**src/rtl/dmem_lsu.sv**
```systemverilog
// Load/store unit between the execute stage and a single-port, word-indexed data memory.
// Define LSU_ALIGN_CHECK_EN to reject misaligned halfword/word requests at accept.
module dmem_lsu #(
    parameter int DEPTH       = 1024,
    parameter int MEM_RD_WAIT = 1
) (
    input  logic        clk,
    input  logic        rst_n,
    input  logic        i_req_valid,
    output logic        o_req_ready,
    input  logic        i_req_we,
    input  logic [1:0]  i_req_size,
    input  logic        i_req_unsigned,
    input  logic [31:0] i_req_addr,
    input  logic [31:0] i_req_wdata,
    output logic        o_rsp_valid,
    input  logic        i_rsp_ready,
    output logic [31:0] o_rsp_rdata,
    output logic        o_rsp_err,
    output logic [31:0] o_mem_addr,
    output logic [31:0] o_mem_wdata,
    output logic        o_mem_we,
    input  logic [31:0] i_mem_rdata,
    output logic [1:0]  o_dbg_state
);

    typedef enum logic [1:0] {
        S_IDLE = 2'd0,
        S_RD   = 2'd1,
        S_WR   = 2'd2,
        S_RSP  = 2'd3
    } state_t;

    localparam logic [2:0] LP_WAIT_LAST = 3'(MEM_RD_WAIT - 1);

    state_t      r_state;
    logic [2:0]  r_wait_cnt;
    logic        r_we;
    logic [1:0]  r_size;
    logic        r_unsigned;
    logic [1:0]  r_lane;
    logic [31:0] r_wdata;

    logic [31:0] w_idx;
    logic        w_oob;
    logic        w_misalign;
    logic        w_reject;

    // A transfer happens on a rising edge where valid and ready are both high;
    // valid never waits on ready, and ready is only high in IDLE (request) / driven by the consumer (response).
    assign w_idx = {2'b00, i_req_addr[31:2]};
    assign w_oob = (w_idx >= 32'(DEPTH));

`ifdef LSU_ALIGN_CHECK_EN
    assign w_misalign = ((i_req_size == 2'd1) && i_req_addr[0]) ||
                        ((i_req_size == 2'd2) && (i_req_addr[1:0] != 2'b00));
`else
    assign w_misalign = 1'b0;
`endif

    assign w_reject    = (i_req_size == 2'd3) || w_oob || w_misalign;
    assign o_dbg_state = r_state;

    function automatic logic [31:0] load_extend(input logic [31:0] word, input logic [1:0] size,
                                                input logic [1:0] lane, input logic uns);
        logic [7:0]  b;
        logic [15:0] h;
        logic [31:0] res;
        b = word[{lane, 3'b000} +: 8];
        h = lane[1] ? word[31:16] : word[15:0];
        case (size)
            2'd0:    res = uns ? {24'h0, b} : {{24{b[7]}}, b};
            2'd1:    res = uns ? {16'h0, h} : {{16{h[15]}}, h};
            default: res = word;
        endcase
        return res;
    endfunction

    function automatic logic [31:0] store_merge(input logic [31:0] old, input logic [31:0] data,
                                                input logic [1:0] size, input logic [1:0] lane);
        logic [31:0] res;
        res = old;
        case (size)
            2'd0: res[{lane, 3'b000} +: 8] = data[7:0];
            2'd1: begin
                if (lane[1]) res[31:16] = data[15:0];
                else         res[15:0]  = data[15:0];
            end
            default: res = data;
        endcase
        return res;
    endfunction

    always_ff @(posedge clk or negedge rst_n) begin
        if (!rst_n) begin
            r_state     <= S_IDLE;
            r_wait_cnt  <= 3'd0;
            r_we        <= 1'b0;
            r_size      <= 2'd0;
            r_unsigned  <= 1'b0;
            r_lane      <= 2'd0;
            r_wdata     <= 32'h0;
            o_req_ready <= 1'b1;
            o_rsp_valid <= 1'b0;
            o_rsp_rdata <= 32'h0;
            o_rsp_err   <= 1'b0;
            o_mem_addr  <= 32'h0;
            o_mem_wdata <= 32'h0;
            o_mem_we    <= 1'b0;
        end else begin
            case (r_state)
                S_IDLE: begin
                    if (i_req_valid) begin
                        r_we        <= i_req_we;
                        r_size      <= i_req_size;
                        r_unsigned  <= i_req_unsigned;
                        r_lane      <= i_req_addr[1:0];
                        r_wdata     <= i_req_wdata;
                        r_wait_cnt  <= 3'd0;
                        o_req_ready <= 1'b0;
                        if (w_reject) begin
                            o_rsp_valid <= 1'b1;
                            o_rsp_err   <= 1'b1;
                            o_rsp_rdata <= 32'h0;
                            r_state     <= S_RSP;
                        end else begin
                            o_mem_addr <= w_idx;
                            if (i_req_we && (i_req_size == 2'd2)) begin
                                o_mem_wdata <= i_req_wdata;
                                o_mem_we    <= 1'b1;
                                r_state     <= S_WR;
                            end else begin
                                r_state <= S_RD;
                            end
                        end
                    end
                end
                S_RD: begin
                    if (r_wait_cnt == LP_WAIT_LAST) begin
                        if (r_we) begin
                            // Read-modify-write: untouched lanes keep what memory returned.
                            o_mem_wdata <= store_merge(i_mem_rdata, r_wdata, r_size, r_lane);
                            o_mem_we    <= 1'b1;
                            r_state     <= S_WR;
                        end else begin
                            o_rsp_rdata <= load_extend(i_mem_rdata, r_size, r_lane, r_unsigned);
                            o_rsp_valid <= 1'b1;
                            r_state     <= S_RSP;
                        end
                    end else begin
                        r_wait_cnt <= r_wait_cnt + 3'd1;
                    end
                end
                S_WR: begin
                    o_mem_we    <= 1'b0;
                    o_rsp_valid <= 1'b1;
                    o_rsp_rdata <= 32'h0;
                    r_state     <= S_RSP;
                end
                S_RSP: begin
                    if (i_rsp_ready) begin
                        o_rsp_valid <= 1'b0;
                        o_rsp_err   <= 1'b0;
                        o_rsp_rdata <= 32'h0;
                        o_req_ready <= 1'b1;
                        r_state     <= S_IDLE;
                    end
                end
                default: r_state <= S_IDLE;
            endcase
        end
    end

endmodule

```
**config.mk**
```make
export PLATFORM = sky130hd
export DESIGN_NAME = dmem_lsu
export DESIGN_NICKNAME = d
export VERILOG_FILES = /design/src/rtl/dmem_lsu.sv
export SDC_FILE = /design/constraint.sdc
export NUM_CORES = 1
export LEC_CHECK = 0
export ABC_AREA = 1
export BUFFER_PORTS_ARGS = -buffer_cell sky130_fd_sc_hd__buf_2
export CAP_MARGIN = 20
export CORE_ASPECT_RATIO = 1.2
export CORE_MARGIN = 3
export CORE_UTILIZATION = 31
export CTS_BUF_LIST = sky130_fd_sc_hd__clkbuf_16
export CTS_CLUSTER_DIAMETER = 200
export DETAILED_ROUTE_END_ITERATION = 10
export SLEW_MARGIN = 10
export SYNTH_ARGS = -nofsm -noshare
export SYNTH_HDL_FRONTEND = slang
export SYNTH_SLANG_ARGS = --single-unit
```
**constraint.sdc**
```tcl
create_clock -name clk -period 2.13 [get_ports clk]
set_clock_uncertainty 0.2 [all_clocks]
set_input_delay 0.426 -clock clk [delete_from_list [all_inputs] [get_ports clk]]
set_output_delay 0.426 -clock clk [all_outputs]
set_load 0.03 [all_outputs]
```
# == Word level (Yosys, flattened, before mapping) ==
# Index checks and enable logic that the tools add are counted.
# op_classes
n_addsub,2
n_lt_le_gt_ge,1
eq_ne,15
shifts,3
n_mux,46
n_bitwise,1
n_reduce_logical,17
# op_table
op,n
2-to-1 mux 32 bit,12
case mux 32 bit (2 select lines),3
case mux 32 bit (4 select lines),1
2-to-1 mux 16 bit,3
bitwise mux 32 bit,1
variable shift 8 x 7 -> 32 bit (first input constant),1
variable part select 32 x 6 -> 8 bit,1
variable part select 8 x 7 -> 32 bit,1
greater-or-equal comparator 30 x 11 -> 1 bit (second input constant),1
inequality test 2 bit (second input constant),9
2-to-1 mux 1 bit,13
AND reduction 3 bit,4
AND reduction 6 bit,2
2-to-1 mux 2 bit,5
equality test 2 bit (second input constant),4
case mux 2 bit (4 select lines),1
negator 5 -> 7 bit,1
2-to-1 mux 3 bit,2
case mux 3 bit (2 select lines),1
AND reduction 5 bit,1
equality test 2 x 1 -> 1 bit (second input constant),2
logical NOT 2 bit,2
case mux 1 bit (2 select lines),2
case mux 1 bit (4 select lines),1
other kinds (10),11
# word_totals
ff_bits,141
inputBits,104
out_inout_bits,102

# == Logic depth before layout (Yosys ltp) ==
# logic_depth
depth_word,7
depth_mapped,13

# == Worst setup path after synthesis ==
# No wires, ideal clock.
# synth_timing
path_kind,register to register
startpoint,register r_lane[1]
endpoint,register o_mem_wdata[14]
setup_time_ns,0.076
arrival_ns,1.940
t_required_ns,1.854
setup_slack_ns,-0.086
path_stages_with_launch,12
path_buffers,3
period_less_slack_ns,2.216
cell_sequence,dfrtp_1 -> inv_2 -> clkbuf_1 -> ha_1 -> clkbuf_1 -> clkbuf_1 -> nor2_1 -> nor2_1 -> nand2_1 -> nand2_1 -> o21ai_1 -> o21ai_1
# synth_between
elab_chain_len,7
word_cells_on_any_way,9
classes_between,1 x add/sub; 2 x shift; 6 x mux
# synth_rtl
item,line_no,source
"start, declared",41,logic [1:0] r_lane;
"start signal, assigned",117,r_lane <= i_req_addr[1:0];
negator 5 -> 7 bit,84,"2'd0: res[{lane, 3'b000} +: 8] = data[7:0];"
variable part select 8 x 7 -> 32 bit or variable shift 8 x 7 -> 32 bit (tied branches),84,
bitwise mux 32 bit,84,
case mux 32 bit (2 select lines) (*),83,case (size)
2-to-1 mux 32 bit (*),140,if (r_we) begin
2-to-1 mux 32 bit (*),139,if (r_wait_cnt == LP_WAIT_LAST) begin
case mux 32 bit (2 select lines) (*),111,case (r_state)
"end signal, assigned",129,o_mem_wdata <= i_req_wdata;
"end signal, assigned",142,"o_mem_wdata <= store_merge(i_mem_rdata, r_wdata, r_size, r_lane);"
"end, declared",21,"output logic [31:0] o_mem_wdata,"
# Mark *: on every way between the ends. The rest lies on a longest branch, timed or not. The select of a mux whose other input is x is not followed.
# A chain may end at the register's enable or synchronous reset.

# == Worst setup path after layout ==
# layout_timing
startpoint,register r_lane[1]
endpoint,register o_mem_wdata[0]
# Same word-level chain as after synthesis.

==> results.cfg <==
[run_status]
status = finished clean

[floorplanning]
core-area_sq_mm = 0.0251
die_h_um = 182
dieWidth_um = 153
io_pins = 206
rows = 63
start_util_pct = 31.9
die-area_sq_mm = 0.0278

[yosys]
synth.avg_cell_area_sq_um = 7.10
synth_warnings = 0
ys_types = 34
synth_commonest_cells = nand2_1, nor2_1, dfrtp_1, a21oi_1, inv_1
synth_top_area_share_pct = 43.8
netlist_top_cells_area = dfrtp_1, nand2_1, nor2_1
ys_seq_area_share_pct = 44.1
synth_most_common_cell = nand2_1
synth-async-reset-ratio_pct = 100
synth_edf_count = 0
synthCells = 1126
yosys_register_bits = 141
synth-main-ff-cell = dfrtp_1
synth_area_leader_cell = dfrtp_1
syn-cell-area_sq_mm = 0.00800

[setup_path]
crit_top_cell = nand2_1
critPathMaxStageDelay_ns = 0.41
reg2reg_to = o_mem_wdata[0]
worst_r2r_path_depth = 9
arrival_ns = 2.19
cp_cell_sequence = inv_2 -> ha_4 -> inv_1 -> nand2_2 -> o21ai_0 -> nand2_1 -> nand3_1 -> nand2_1 -> o21ai_1
path_class = reg -> reg
startpoint = r_lane[1]
critical_path_peak_fanout = 8
timing.rr.start = r_lane[1]
slowest_stage = dfrtp_1
startpoint_type = register
cp_top_family = simple AND/OR/NAND/NOR gates
crit_buf_inv = 2
rrSetupSlack_ns = 0.1
crit_required_ns = 2.29
cp-end-kind = register

[placed_design]
place_congestion = 0.952
place_area_sq_mm = 0.00955
post-dp-hpwl_um = 21300
numPlacedInstances = 1627
place_ws_ns = 0.0939
port_buffers = 203

[sta]
fin_ws_ns = 0.0968
fmax_mhz = 492
finalSetupViolCount = 0
rsz0062_at_grt = true
hold_violations = 0
slew_viol_final = 0
min_period_ns = 2.03
period_share_pct = 95.5

[power]
internal_power_mw = 8.12
switchingPower_mw = 7.62
total_power_mw = 15.7
switching_share_pct = 48.4
vdd_ir_drop_max_mv = 0.655
seqPwrFrac_pct = 27.5
power_leakage_nw = 5.30
pwr-share-comb_pct = 53.2
power.density_mw_per_mm2 = 1520
clockPowerShare_pct = 19.2

[layout]
final_cells = 1675
final_area_sq_mm = 0.0104
areaGrowthSynthToFinish_pct = 29.7
nNetsFinal = 1450
drive_above_1_share_pct = 24.3

[drt]
routed_wl_um = 29100
drcViolationCount = 0
wl_per_cell_um = 17.4
drt-vias-per-instance = 4.91
num_vias = 8223
dr.pass1.iters = 5
ant_nets = 0
drt_iter0_markers = 663

[cts]
cts_tree = built
clock-root-buffer = clkbuf_16
clk_latency_ns = 0.44
clk_pin_slew_worst_paths_ns = 0.07
cts-htree-levels = 4
cts_sinks = 141
clk_path_buf_depth = 2
cts_inserted_buffers = 17

[global_routing]
antenna_found_initial = 6
grt_max_degree = 66
grt_use_met2_pct = 33.4
use_met1_pct = 25.5
gr-total-overflow = 0
grt_first_pass_wirelength_um = 44400
gr-usage-met3_pct = 5.60
grt_usage_pct = 20.3
gr-max-usage-layer = met2
grt_pass1_vias = 7829

[hold_path]
min_to = r_wdata[18]
min_from = i_req_wdata[18]
whs_path_depth = 2
hold_path_class = in -> reg

[job]
maxCapViolCount = 0
## placed cells by master, fill, tap and decap left out, types with 29 or more instances in the layout
cell type,Yosys,layout
a21oi_1,83,83
nor2_1,144,143
inv_1,76,77
buf_2,40,202
buf_4,5,29
o21ai_1,67,66
nand3_1,52,52
nand2_1,343,341
o21ai_0,59,59
dfrtp_1,140,139
## cells by family (layout without fill, tap and decap cells)
group / Yosys count / in the layout / share of synthesized area [%]
buffers and inverters: 156 / 377 / 8.28
other: 1 / 4 / 0.0469
AOI/OAI and AO/OA: 230 / 230 / 14.9
adders and majority gates: 11 / 11 / 1.72
and+or+nand+nor: 574 / 574 / 29.0
muxes: 13 / 13 / 1.83
DFF: 141 / 141 / 44.1
## power by group through the flow
stage / Combinational (mW) / Clock, mW / Sequential, mW
6_report: 8.38 / 3.03 / 4.33
4_1_cts: 8.10 / 3.11 / 4.34
5_1_grt: 9.27 / 3.24 / 4.46
3_5_place_dp: 8.06 / 0 / 4.37
2_1_floorplan: 4.34 / 0 / 5.39
3_3_place_gp: 7.99 / 0 / 4.35
## how the worst max path moves through the flow
stage / to / slack (ns) / cells past startpoint
detailed placement: o_mem_wdata[0] / 0.09 / 9
finish: o_mem_wdata[0] / 0.1 / 9
global route: o_mem_wdata[0] / -0.02 / 9
floorplan: o_mem_wdata[21] / 0.02 / 10
global placement: o_rsp_rdata[7] / 0.12 / 11
CTS: o_mem_wdata[0] / 0.06 / 9
## area by class of cell
type	instances	area (sq um)
Antenna cell	2	5.00
Clock buffer	17	425
Clock inverter	15	163
Fill cell	2679	14700
Inverter	89	337
Multi-Input combinational cell	830	3890
Sequential cell	141	3530
Tap cell	325	407
Timing Repair Buffer	256	1610
## state kept, by name, indices dropped and copies added (netlist names)
name and flops:
o_rsp_valid 1, r_size 2, r_wdata 32, o_mem_we 1, o_mem_addr 30, r_lane 2
r_wait_cnt 3, o_mem_wdata 32, o_dbg_state 2, r_unsigned 1, o_req_ready 1, o_rsp_rdata 32
o_rsp_err 1, r_we 1
## per-stage QoR
stage / util (%) / TNS (ns) / hold slack [ns]
final: 41.4 / 0 / 0.0306
after CTS: 40.9 / 0 / 0.00626
after floorplan: - / 0 / -0.0696
after global placement: 38.1 / 0 / 0.168
after global routing: 41.3 / -0.102 / 0.0284
after detailed placement: 38.1 / 0 / 0.175
## metal layers
| metal | part of all wire (%) | wire length (um) |
|---|---|---|
| met5 | 0.15 | 43 |
| met4 | 2.8 | 823 |
| met3 | 8.1 | 2350 |
| met2 | 49 | 14100 |
| met1 | 40 | 11700 |
## what timing repair did
action                                  CTS  global route
endpoints found under the hold margin    45             0
setup buffers                             0             1
hold buffers                             11             0
resized for setup                         0            15
endpoints found under the setup margin    0            64
Power figures use the tool's default switching activity.
